--- src/rtl/boot_loader_pkg.sv ---
// Shared types and constants for the boot loader and its run timer.
package boot_pkg;

  // Width defaults matching the processor top level.
  localparam int DEF_IW = 9;   // instruction / stream word width
  localparam int DEF_IA = 12;  // instruction memory address width (PC width)
  localparam int DEF_DW = 8;   // data memory word width
  localparam int DEF_DA = 8;   // data memory address width

  // Largest legal header values.
  localparam int MAX_NI = 511;
  localparam int MAX_ND = 256;

  // Loader FSM states. DONE, TOUT and ERR are absorbing.
  typedef enum logic [2:0] {
    HDR0   = 3'd0,
    HDR1   = 3'd1,
    LOAD_I = 3'd2,
    LOAD_D = 3'd3,
    RUN    = 3'd4,
    DONE   = 3'd5,
    TOUT   = 3'd6,
    ERR    = 3'd7
  } boot_state_t;

endpackage

--- src/rtl/boot_loader_if.sv ---
// Stream input and memory write bus of the boot loader.
//
// Handshake: a word transfers on a rising edge where in_valid and in_ready
// are both 1. The source holds in_data stable while in_valid is high and not
// yet accepted; in_ready is a function of the loader state only, so it never
// depends combinationally on in_valid.
interface boot_loader_if #(
  parameter int IW = boot_pkg::DEF_IW,
  parameter int IA = boot_pkg::DEF_IA,
  parameter int DW = boot_pkg::DEF_DW,
  parameter int DA = boot_pkg::DEF_DA
) ();

  logic          in_valid;
  logic [IW-1:0] in_data;
  logic          in_ready;

  logic          imem_we;
  logic [IA-1:0] imem_addr;
  logic [IW-1:0] imem_wdata;

  logic          dmem_we;
  logic [DA-1:0] dmem_addr;
  logic [DW-1:0] dmem_wdata;

  // Upstream stream source / memory side (bench or system glue).
  modport master (
    output in_valid, in_data,
    input  in_ready,
    input  imem_we, imem_addr, imem_wdata,
    input  dmem_we, dmem_addr, dmem_wdata
  );

  // The loader itself.
  modport slave (
    input  in_valid, in_data,
    output in_ready,
    output imem_we, imem_addr, imem_wdata,
    output dmem_we, dmem_addr, dmem_wdata
  );

endinterface

--- src/rtl/boot_loader_run_timer.sv ---
// Execution cycle counter for the RUN phase.
// Counts once per running cycle starting from 0, freezes on the cycle the
// core reports done, and flags when the count sits at MAX_CYCLES-1 so the
// loader can declare a timeout on that same cycle.
module run_timer #(
  parameter int CW         = 16,
  parameter int MAX_CYCLES = 4096
) (
  input  logic          clk,
  input  logic          reset,      // synchronous, active low
  input  logic          clear,      // return the count to 0
  input  logic          run,        // loader is in RUN this cycle
  input  logic          core_done,
  output logic [CW-1:0] count,
  output logic          at_limit
);

  localparam logic [CW-1:0] LIMIT = CW'(MAX_CYCLES - 1);

  // Last cycle of the timeout window.
  always_comb begin
    at_limit = (count == LIMIT);
  end

  // Count RUN cycles; hold the value on done or at the limit so it reports
  // the count seen on the exit cycle.
  always_ff @(posedge clk) begin
    if (!reset) begin
      count <= '0;
    end else if (clear) begin
      count <= '0;
    end else if (run && !core_done && !at_limit) begin
      count <= count + CW'(1);
    end
  end

endmodule

--- src/rtl/boot_loader.sv ---
// Boot loader: receives a header plus program/data image over a valid/ready
// stream, writes it into instruction and data memory, then releases the core
// and times its execution until done or timeout.
//
// Stream layout: NI, ND, NI instruction words, ND data words (low DW bits).
module boot_loader import boot_pkg::*; #(
  parameter int IW         = DEF_IW,
  parameter int IA         = DEF_IA,
  parameter int DW         = DEF_DW,
  parameter int DA         = DEF_DA,
  parameter int MAX_CYCLES = 4096,
  parameter int CW         = 16
) (
  input  logic          clk,
  input  logic          reset,        // synchronous, active low
  boot_loader_if.slave  bus,
  output logic          core_hold,
  input  logic          core_done,
  output logic          busy,
  output logic          finished,
  output logic          timeout,
  output logic          hdr_err,
  output logic [CW-1:0] cycle_count,
  output boot_state_t   state_dbg
);

  // Data counter needs one extra bit so a 256-byte image can be counted
  // without the address itself ever wrapping.
  localparam int NW = DA + 1;

  boot_state_t   state, state_nxt;

  logic [IW-1:0] ni;
  logic [NW-1:0] nd;
  logic [IA-1:0] i_cnt;
  logic [NW-1:0] d_cnt;

  // Set for the one cycle after the final image word is accepted. The last
  // write strobe is on the bus during that cycle and lands on the edge that
  // enters RUN, so the core never runs against a partial image.
  logic          drain;

  logic          in_ready;
  logic          hs;
  logic          i_last;
  logic          d_last;
  logic          hdr0_bad;
  logic          hdr1_bad;
  logic          timer_at_limit;

  logic          imem_we_q;
  logic [IA-1:0] imem_addr_q;
  logic [IW-1:0] imem_wdata_q;
  logic          dmem_we_q;
  logic [DA-1:0] dmem_addr_q;
  logic [DW-1:0] dmem_wdata_q;

  // Stream acceptance and load-progress decodes.
  always_comb begin
    in_ready = ((state == HDR0) || (state == HDR1) ||
                (state == LOAD_I) || (state == LOAD_D)) && !drain;
    hs       = bus.in_valid && in_ready;
    i_last   = (i_cnt == IA'(ni - IW'(1)));
    d_last   = (d_cnt == (nd - NW'(1)));
    hdr0_bad = (bus.in_data == '0);
    hdr1_bad = (bus.in_data > IW'(MAX_ND));
  end

  // State register.
  always_ff @(posedge clk) begin
    if (!reset) begin
      state <= HDR0;
    end else begin
      state <= state_nxt;
    end
  end

  // Next-state logic.
  always_comb begin
    state_nxt = state;
    case (state)
      HDR0: begin
        if (hs) state_nxt = hdr0_bad ? ERR : HDR1;
      end
      HDR1: begin
        if (hs) state_nxt = hdr1_bad ? ERR : LOAD_I;
      end
      LOAD_I: begin
        if (drain) begin
          state_nxt = RUN;
        end else if (hs && i_last && (nd != '0)) begin
          state_nxt = LOAD_D;
        end
      end
      LOAD_D: begin
        if (drain) state_nxt = RUN;
      end
      RUN: begin
        // Done takes priority over a timeout on the same cycle.
        if (core_done) begin
          state_nxt = DONE;
        end else if (timer_at_limit) begin
          state_nxt = TOUT;
        end
      end
      default: state_nxt = state;
    endcase
  end

  // Header latches, load counters and the drain marker.
  always_ff @(posedge clk) begin
    if (!reset) begin
      ni    <= '0;
      nd    <= '0;
      i_cnt <= '0;
      d_cnt <= '0;
      drain <= 1'b0;
    end else begin
      drain <= hs && (((state == LOAD_I) && i_last && (nd == '0)) ||
                      ((state == LOAD_D) && d_last));
      if (hs) begin
        case (state)
          HDR0: begin
            ni    <= bus.in_data;
            i_cnt <= '0;
            d_cnt <= '0;
          end
          HDR1:    nd    <= NW'(bus.in_data);
          LOAD_I:  i_cnt <= i_cnt + IA'(1);
          LOAD_D:  d_cnt <= d_cnt + NW'(1);
          default: ;
        endcase
      end
    end
  end

  // Registered memory writes: strobe for one cycle after each accepted
  // image word; address and data hold between strobes.
  always_ff @(posedge clk) begin
    if (!reset) begin
      imem_we_q    <= 1'b0;
      imem_addr_q  <= '0;
      imem_wdata_q <= '0;
      dmem_we_q    <= 1'b0;
      dmem_addr_q  <= '0;
      dmem_wdata_q <= '0;
    end else begin
      imem_we_q <= hs && (state == LOAD_I);
      dmem_we_q <= hs && (state == LOAD_D);
      if (hs && (state == LOAD_I)) begin
        imem_addr_q  <= i_cnt;
        imem_wdata_q <= bus.in_data;
      end
      if (hs && (state == LOAD_D)) begin
        dmem_addr_q  <= d_cnt[DA-1:0];
        dmem_wdata_q <= bus.in_data[DW-1:0];
      end
    end
  end

  run_timer #(
    .CW         (CW),
    .MAX_CYCLES (MAX_CYCLES)
  ) u_run_timer (
    .clk       (clk),
    .reset     (reset),
    .clear     (state == HDR0),
    .run       (state == RUN),
    .core_done (core_done),
    .count     (cycle_count),
    .at_limit  (timer_at_limit)
  );

  // Status outputs decoded from the state. The core stays released in DONE
  // so its memories remain observable.
  always_comb begin
    core_hold = !((state == RUN) || (state == DONE));
    busy      = (state == HDR1) || (state == LOAD_I) ||
                (state == LOAD_D) || (state == RUN);
    finished  = (state == DONE);
    timeout   = (state == TOUT);
    hdr_err   = (state == ERR);
    state_dbg = state;
  end

  // Drive the bus.
  always_comb begin
    bus.in_ready   = in_ready;
    bus.imem_we    = imem_we_q;
    bus.imem_addr  = imem_addr_q;
    bus.imem_wdata = imem_wdata_q;
    bus.dmem_we    = dmem_we_q;
    bus.dmem_addr  = dmem_addr_q;
    bus.dmem_wdata = dmem_wdata_q;
  end

endmodule

--- src/flat_wrapper.sv ---
// flat-port wrapper written by rule: the top's interface ports become plain ports
module boot_loader_flat import boot_pkg::*;
#(
  parameter int IW         = DEF_IW,
  parameter int IA         = DEF_IA,
  parameter int DW         = DEF_DW,
  parameter int DA         = DEF_DA,
  parameter int MAX_CYCLES = 4096,
  parameter int CW         = 16
)
  (clk, reset, core_hold, core_done, busy, finished, timeout, hdr_err, cycle_count, state_dbg, bus_in_valid, bus_in_data, bus_in_ready, bus_imem_we, bus_imem_addr, bus_imem_wdata, bus_dmem_we, bus_dmem_addr, bus_dmem_wdata);
  boot_loader_if #(.IW(IW), .IA(IA), .DW(DW), .DA(DA)) bus_i ();
  input  logic clk;
  input  logic reset;
  output logic core_hold;
  input  logic core_done;
  output logic busy;
  output logic finished;
  output logic timeout;
  output logic hdr_err;
  output logic [CW-1:0] cycle_count;
  output boot_state_t state_dbg;
  input wire logic [$bits(bus_i.in_valid)-1:0] bus_in_valid;
  input wire logic [$bits(bus_i.in_data)-1:0] bus_in_data;
  output wire logic [$bits(bus_i.in_ready)-1:0] bus_in_ready;
  output wire logic [$bits(bus_i.imem_we)-1:0] bus_imem_we;
  output wire logic [$bits(bus_i.imem_addr)-1:0] bus_imem_addr;
  output wire logic [$bits(bus_i.imem_wdata)-1:0] bus_imem_wdata;
  output wire logic [$bits(bus_i.dmem_we)-1:0] bus_dmem_we;
  output wire logic [$bits(bus_i.dmem_addr)-1:0] bus_dmem_addr;
  output wire logic [$bits(bus_i.dmem_wdata)-1:0] bus_dmem_wdata;
  assign bus_i.in_valid = bus_in_valid;
  assign bus_i.in_data = bus_in_data;
  assign bus_in_ready = bus_i.in_ready;
  assign bus_imem_we = bus_i.imem_we;
  assign bus_imem_addr = bus_i.imem_addr;
  assign bus_imem_wdata = bus_i.imem_wdata;
  assign bus_dmem_we = bus_i.dmem_we;
  assign bus_dmem_addr = bus_i.dmem_addr;
  assign bus_dmem_wdata = bus_i.dmem_wdata;
  boot_loader #(.IW(IW), .IA(IA), .DW(DW), .DA(DA), .MAX_CYCLES(MAX_CYCLES), .CW(CW)) u_core (.clk(clk), .reset(reset), .bus(bus_i), .core_hold(core_hold), .core_done(core_done), .busy(busy), .finished(finished), .timeout(timeout), .hdr_err(hdr_err), .cycle_count(cycle_count), .state_dbg(state_dbg));
endmodule
--- config.mk ---
export PLATFORM = sky130hd
export DESIGN_NAME = boot_loader_flat
export DESIGN_NICKNAME = d
export VERILOG_FILES = /design/src/rtl/boot_loader_pkg.sv /design/src/rtl/boot_loader_if.sv /design/src/rtl/boot_loader_run_timer.sv /design/src/rtl/boot_loader.sv /design/src/flat_wrapper.sv
export SDC_FILE = /design/constraint.sdc
export NUM_CORES = 1
export LEC_CHECK = 0
export CAP_MARGIN = 20
export CORE_MARGIN = 2
export CORE_UTILIZATION = 57
export DETAILED_ROUTE_END_ITERATION = 6
export GPL_ROUTABILITY_DRIVEN = 0
export PLACE_DENSITY = 0.84
export SLEW_MARGIN = 20
export SYNTH_ARGS = -nofsm -noshare
export SYNTH_HDL_FRONTEND = slang
export SYNTH_SLANG_ARGS = --single-unit
--- constraint.sdc ---
create_clock -name clk -period 6.45 [get_ports clk]
set_input_delay 1.29 -clock clk [delete_from_list [all_inputs] [get_ports clk]]
set_output_delay 1.29 -clock clk [all_outputs]
set_load 0.03 [all_outputs]
==> impl_metrics.json <==
{
  "status": "finished, final reports clean",
  "power_leakage_nw": 2.03,
  "crit_slowest_cell": "dfxtp_1",
  "dr.pass1.iters": 6,
  "cp.arrival_ns": 2.36,
  "synth_area_mm2": 0.00461,
  "coreArea_mm2": 0.00777,
  "fill_cells": 622,
  "grt_pass1_vias": 4062,
  "grt_max_degree": 63,
  "hold_buffers": 0,
  "post-route-period-util_pct": 56.5,
  "p_sw_mw": 0.608,
  "yosysSeqAreaShare_pct": 42.6,
  "power.density_mw_per_mm2": 299,
  "p_clk_share_pct": 25.9,
  "wl_per_cell_um": 15.6,
  "p_comb_share_pct": 31.3,
  "ys_warn_count": 0,
  "cts_tree": "done",
  "hold_path_class": "flip-flop to flip-flop",
  "ant_nets": 0,
  "clk_path_buf_depth": 2,
  "finalSetupViolations": 0,
  "grt.total_usage_pct": 27.0,
  "cts_buffers": 9,
  "design_area_mm2": 0.00563,
  "ctsResizeCount": 0,
  "post_cts_buffers": 0,
  "synth_edf_count": 0,
  "p_seq_share_pct": 42.8,
  "route.vias.total": 4249,
  "ir_worst_vdd_uv": 145,
  "cp_cell_sequence": "clkinv_1 > nor2_1 > clkdlybuf4s50_1",
  "die_w_um": 93.9,
  "diodes": 0,
  "syn_avg_cell_area_um2": 8.15,
  "start_util_pct": 59.3,
  "fin_tns_setup_ns": 0,
  "slowest_delay_ns": 0.71,
  "num_rows": 32,
  "crit_path_end_kind": "primary output",
  "overflow": 0,
  "fin_skew_ns": 0.0114,
  "drcViolationCount": 0,
  "min_period_ns": 3.65,
  "ys_ff_latch": 98,
  "relSlewSlack_pct": 30.3,
  "async_reset_ff_share_pct": 0,
  "path_clk_slew_ns": 0.09,
  "die_h_um": 93.9,
  "rsz0062_at_grt": "false",
  "drtIter0Drc": 246,
  "cp-start-kind": "flip-flop",
  "drive_gt1_share_pct": 4.93,
  "internal-power_mw": 1.07,
  "crit_buf_inv": 2,
  "vias_per_cell": 5.81,
  "crit_fanout": 17,
  "final_util_pct": 72.4,
  "port-buffer-count": 76,
  "wl_um": 11400,
  "maxCapViolations": 0,
  "num-nets-final": 643,
  "dpl-instance-area_mm2": 0.00541,
  "worst_pin_slew_ns": 1.04,
  "totalPowerFinal_mw": 1.68,
  "hpwl_um": 7860,
  "holdWs_ns": 0.457,
  "required_ns": 5.16,
  "antenna_found_initial": 0,
  "clock_latency_ns": 0.37,
  "max_freq_mhz": 274,
  "grt_pass1_wl_um": 19000,
  "synth-main-ff-cell": "dfxtp_1",
  "area_growth_pct": 22.1,
  "synth_cell_types": 57,
  "maxSlewViolCount": 0,
  "critPathTopFamily": "buffers and inverters",
  "switching_share_pct": 36.2,
  "synthCells": 565,
  "hold_violations": 0,
  "h-tree-depth": 3,
  "cts_root_buffer": "clkbuf_8",
  "dieArea_mm2": 0.00882,
  "cts_sinks": 98,
  "synth_fp_nets": 583,
  "io_pins": 77,
  "path_class": "flip-flop to primary output"
}
==> synthesized netlist by cell type (4+ instances only) <==
library cell | count | area, µm²
nor2_1 | 62 | 233
nand3_1 | 11 | 55.1
xor2_1 | 35 | 307
xnor2_1 | 16 | 140
o21ai_0 | 6 | 30.0
and4_1 | 4 | 35.0
clkbuf_1 | 28 | 105
nor3_1 | 11 | 55.1
and2_1 | 4 | 25.0
nand4_1 | 14 | 87.6
nand2_1 | 122 | 458
o211ai_1 | 4 | 30.0
a21oi_1 | 58 | 290
ha_1 | 5 | 62.6
mux2i_1 | 11 | 110
and3_1 | 8 | 50.1
inv_1 | 10 | 37.5
or4_1 | 5 | 37.5
dfxtp_1 | 98 | 1960
==> final timing paths <==
check | start | end | slack (ns) | cells past startpoint
max | u_core.state_dbg[0] | finished | 2.80 | 3
min | u_core.bus.imem_addr[10] | u_core.bus.imem_addr[10] | 0.46 | 2
max reg2reg | u_core.state_dbg[2] | u_core.d_cnt[8] | 3.82 | 6
min reg2reg | u_core.bus.imem_addr[10] | u_core.bus.imem_addr[10] | 0.46 | 2
==> worst min-delay path, stage by stage, from the launching register on <==
cell and delay (ns):
dfxtp_1 0.32, nand2_1 0.05, a21oi_1 0.05
==> flip-flops by register name, indices dropped and copies added (netlist names) <==
register                  flops
u_core.u_run_timer.count     16
u_core.ni                     9
u_core.bus.dmem_addr          8
u_core.state_dbg              3
u_core.bus.imem_addr         12
u_core.bus.dmem_we            1
u_core.nd                     9
u_core.bus.imem_we            1
u_core.drain                  1
u_core.bus.dmem_wdata         8
u_core.i_cnt                 12
u_core.bus.imem_wdata         9
u_core.d_cnt                  9
==> metal layers <==
metal | wire length (µm) | GRT usage [%] | up-vias
met5 | 0 | 0 | -
met2 | 5400 | 44.2 | 177
met1 | 5010 | 35.1 | 1999
met4 | 303 | 12.4 | 0
li1 | - | - | 2044
met3 | 715 | 4.17 | 29
==> power by group through the flow <==
stage | sequential [mW] | clock (mW) | combinational [mW]
global route | 0.727 | 0.465 | 0.575
global placement | 0.727 | 0 | 0.496
CTS | 0.716 | 0.438 | 0.523
finish | 0.719 | 0.435 | 0.527
detailed placement | 0.729 | 0 | 0.520
floorplan | 0.724 | 0 | 0.366
==> layout by cell type (no fill, tap or decap), types with 3 or more instances in the layout <==
cell / instances
a21oi_1: 58
and2_1: 4
and3_1: 8
and4_1: 4
buf_4: 3
clkbuf_8: 10
clkdlybuf4s50_1: 76
dfxtp_1: 98
ha_1: 5
inv_1: 10
mux2i_1: 11
nand2_1: 122
nand3_1: 11
nand4_1: 14
nor2_1: 62
nor3_1: 10
nor4_1: 3
o211ai_1: 4
o21ai_0: 6
o31ai_1: 3
or4_1: 5
xnor2_1: 16
xor2_1: 35
==> final cells by class <==
type | instances | area [µm²] | share of cell area [%]
Clock buffer | 11 | 141 | 2.51
Inverter | 12 | 45.0 | 0.801
Multi-Input combinational cell | 425 | 2490 | 44.3
Sequential cell | 98 | 1960 | 34.9
Tap cell | 102 | 128 | 2.27
Clock inverter | 4 | 76.3 | 1.36
Timing Repair Buffer | 79 | 783 | 13.9
==> through the flow <==
| stage | std cells | worst slack (ns) |
|---|---|---|
| floorplan | 565 | 3.64 |
| global placement | 716 | 2.74 |
| detailed placement | 716 | 2.65 |
| CTS | 731 | 2.84 |
| global route | 731 | 2.63 |
| finish | 731 | 2.80 |
==> cells by family (layout without fill, tap and decap cells) <==
family | after synthesis | in the layout | share of synthesized area (%)
and+or+nand+nor | 263 | 263 | 27.2
muxes | 12 | 12 | 2.63
AOI/OAI and AO/OA | 94 | 94 | 13.1
adders and majority gates | 5 | 5 | 1.36
xor gates and xnor gates | 51 | 51 | 9.70
DFF | 98 | 98 | 42.6
buffers and inverters | 42 | 106 | 3.48
Note: power is estimated with default switching activity, not from simulation.
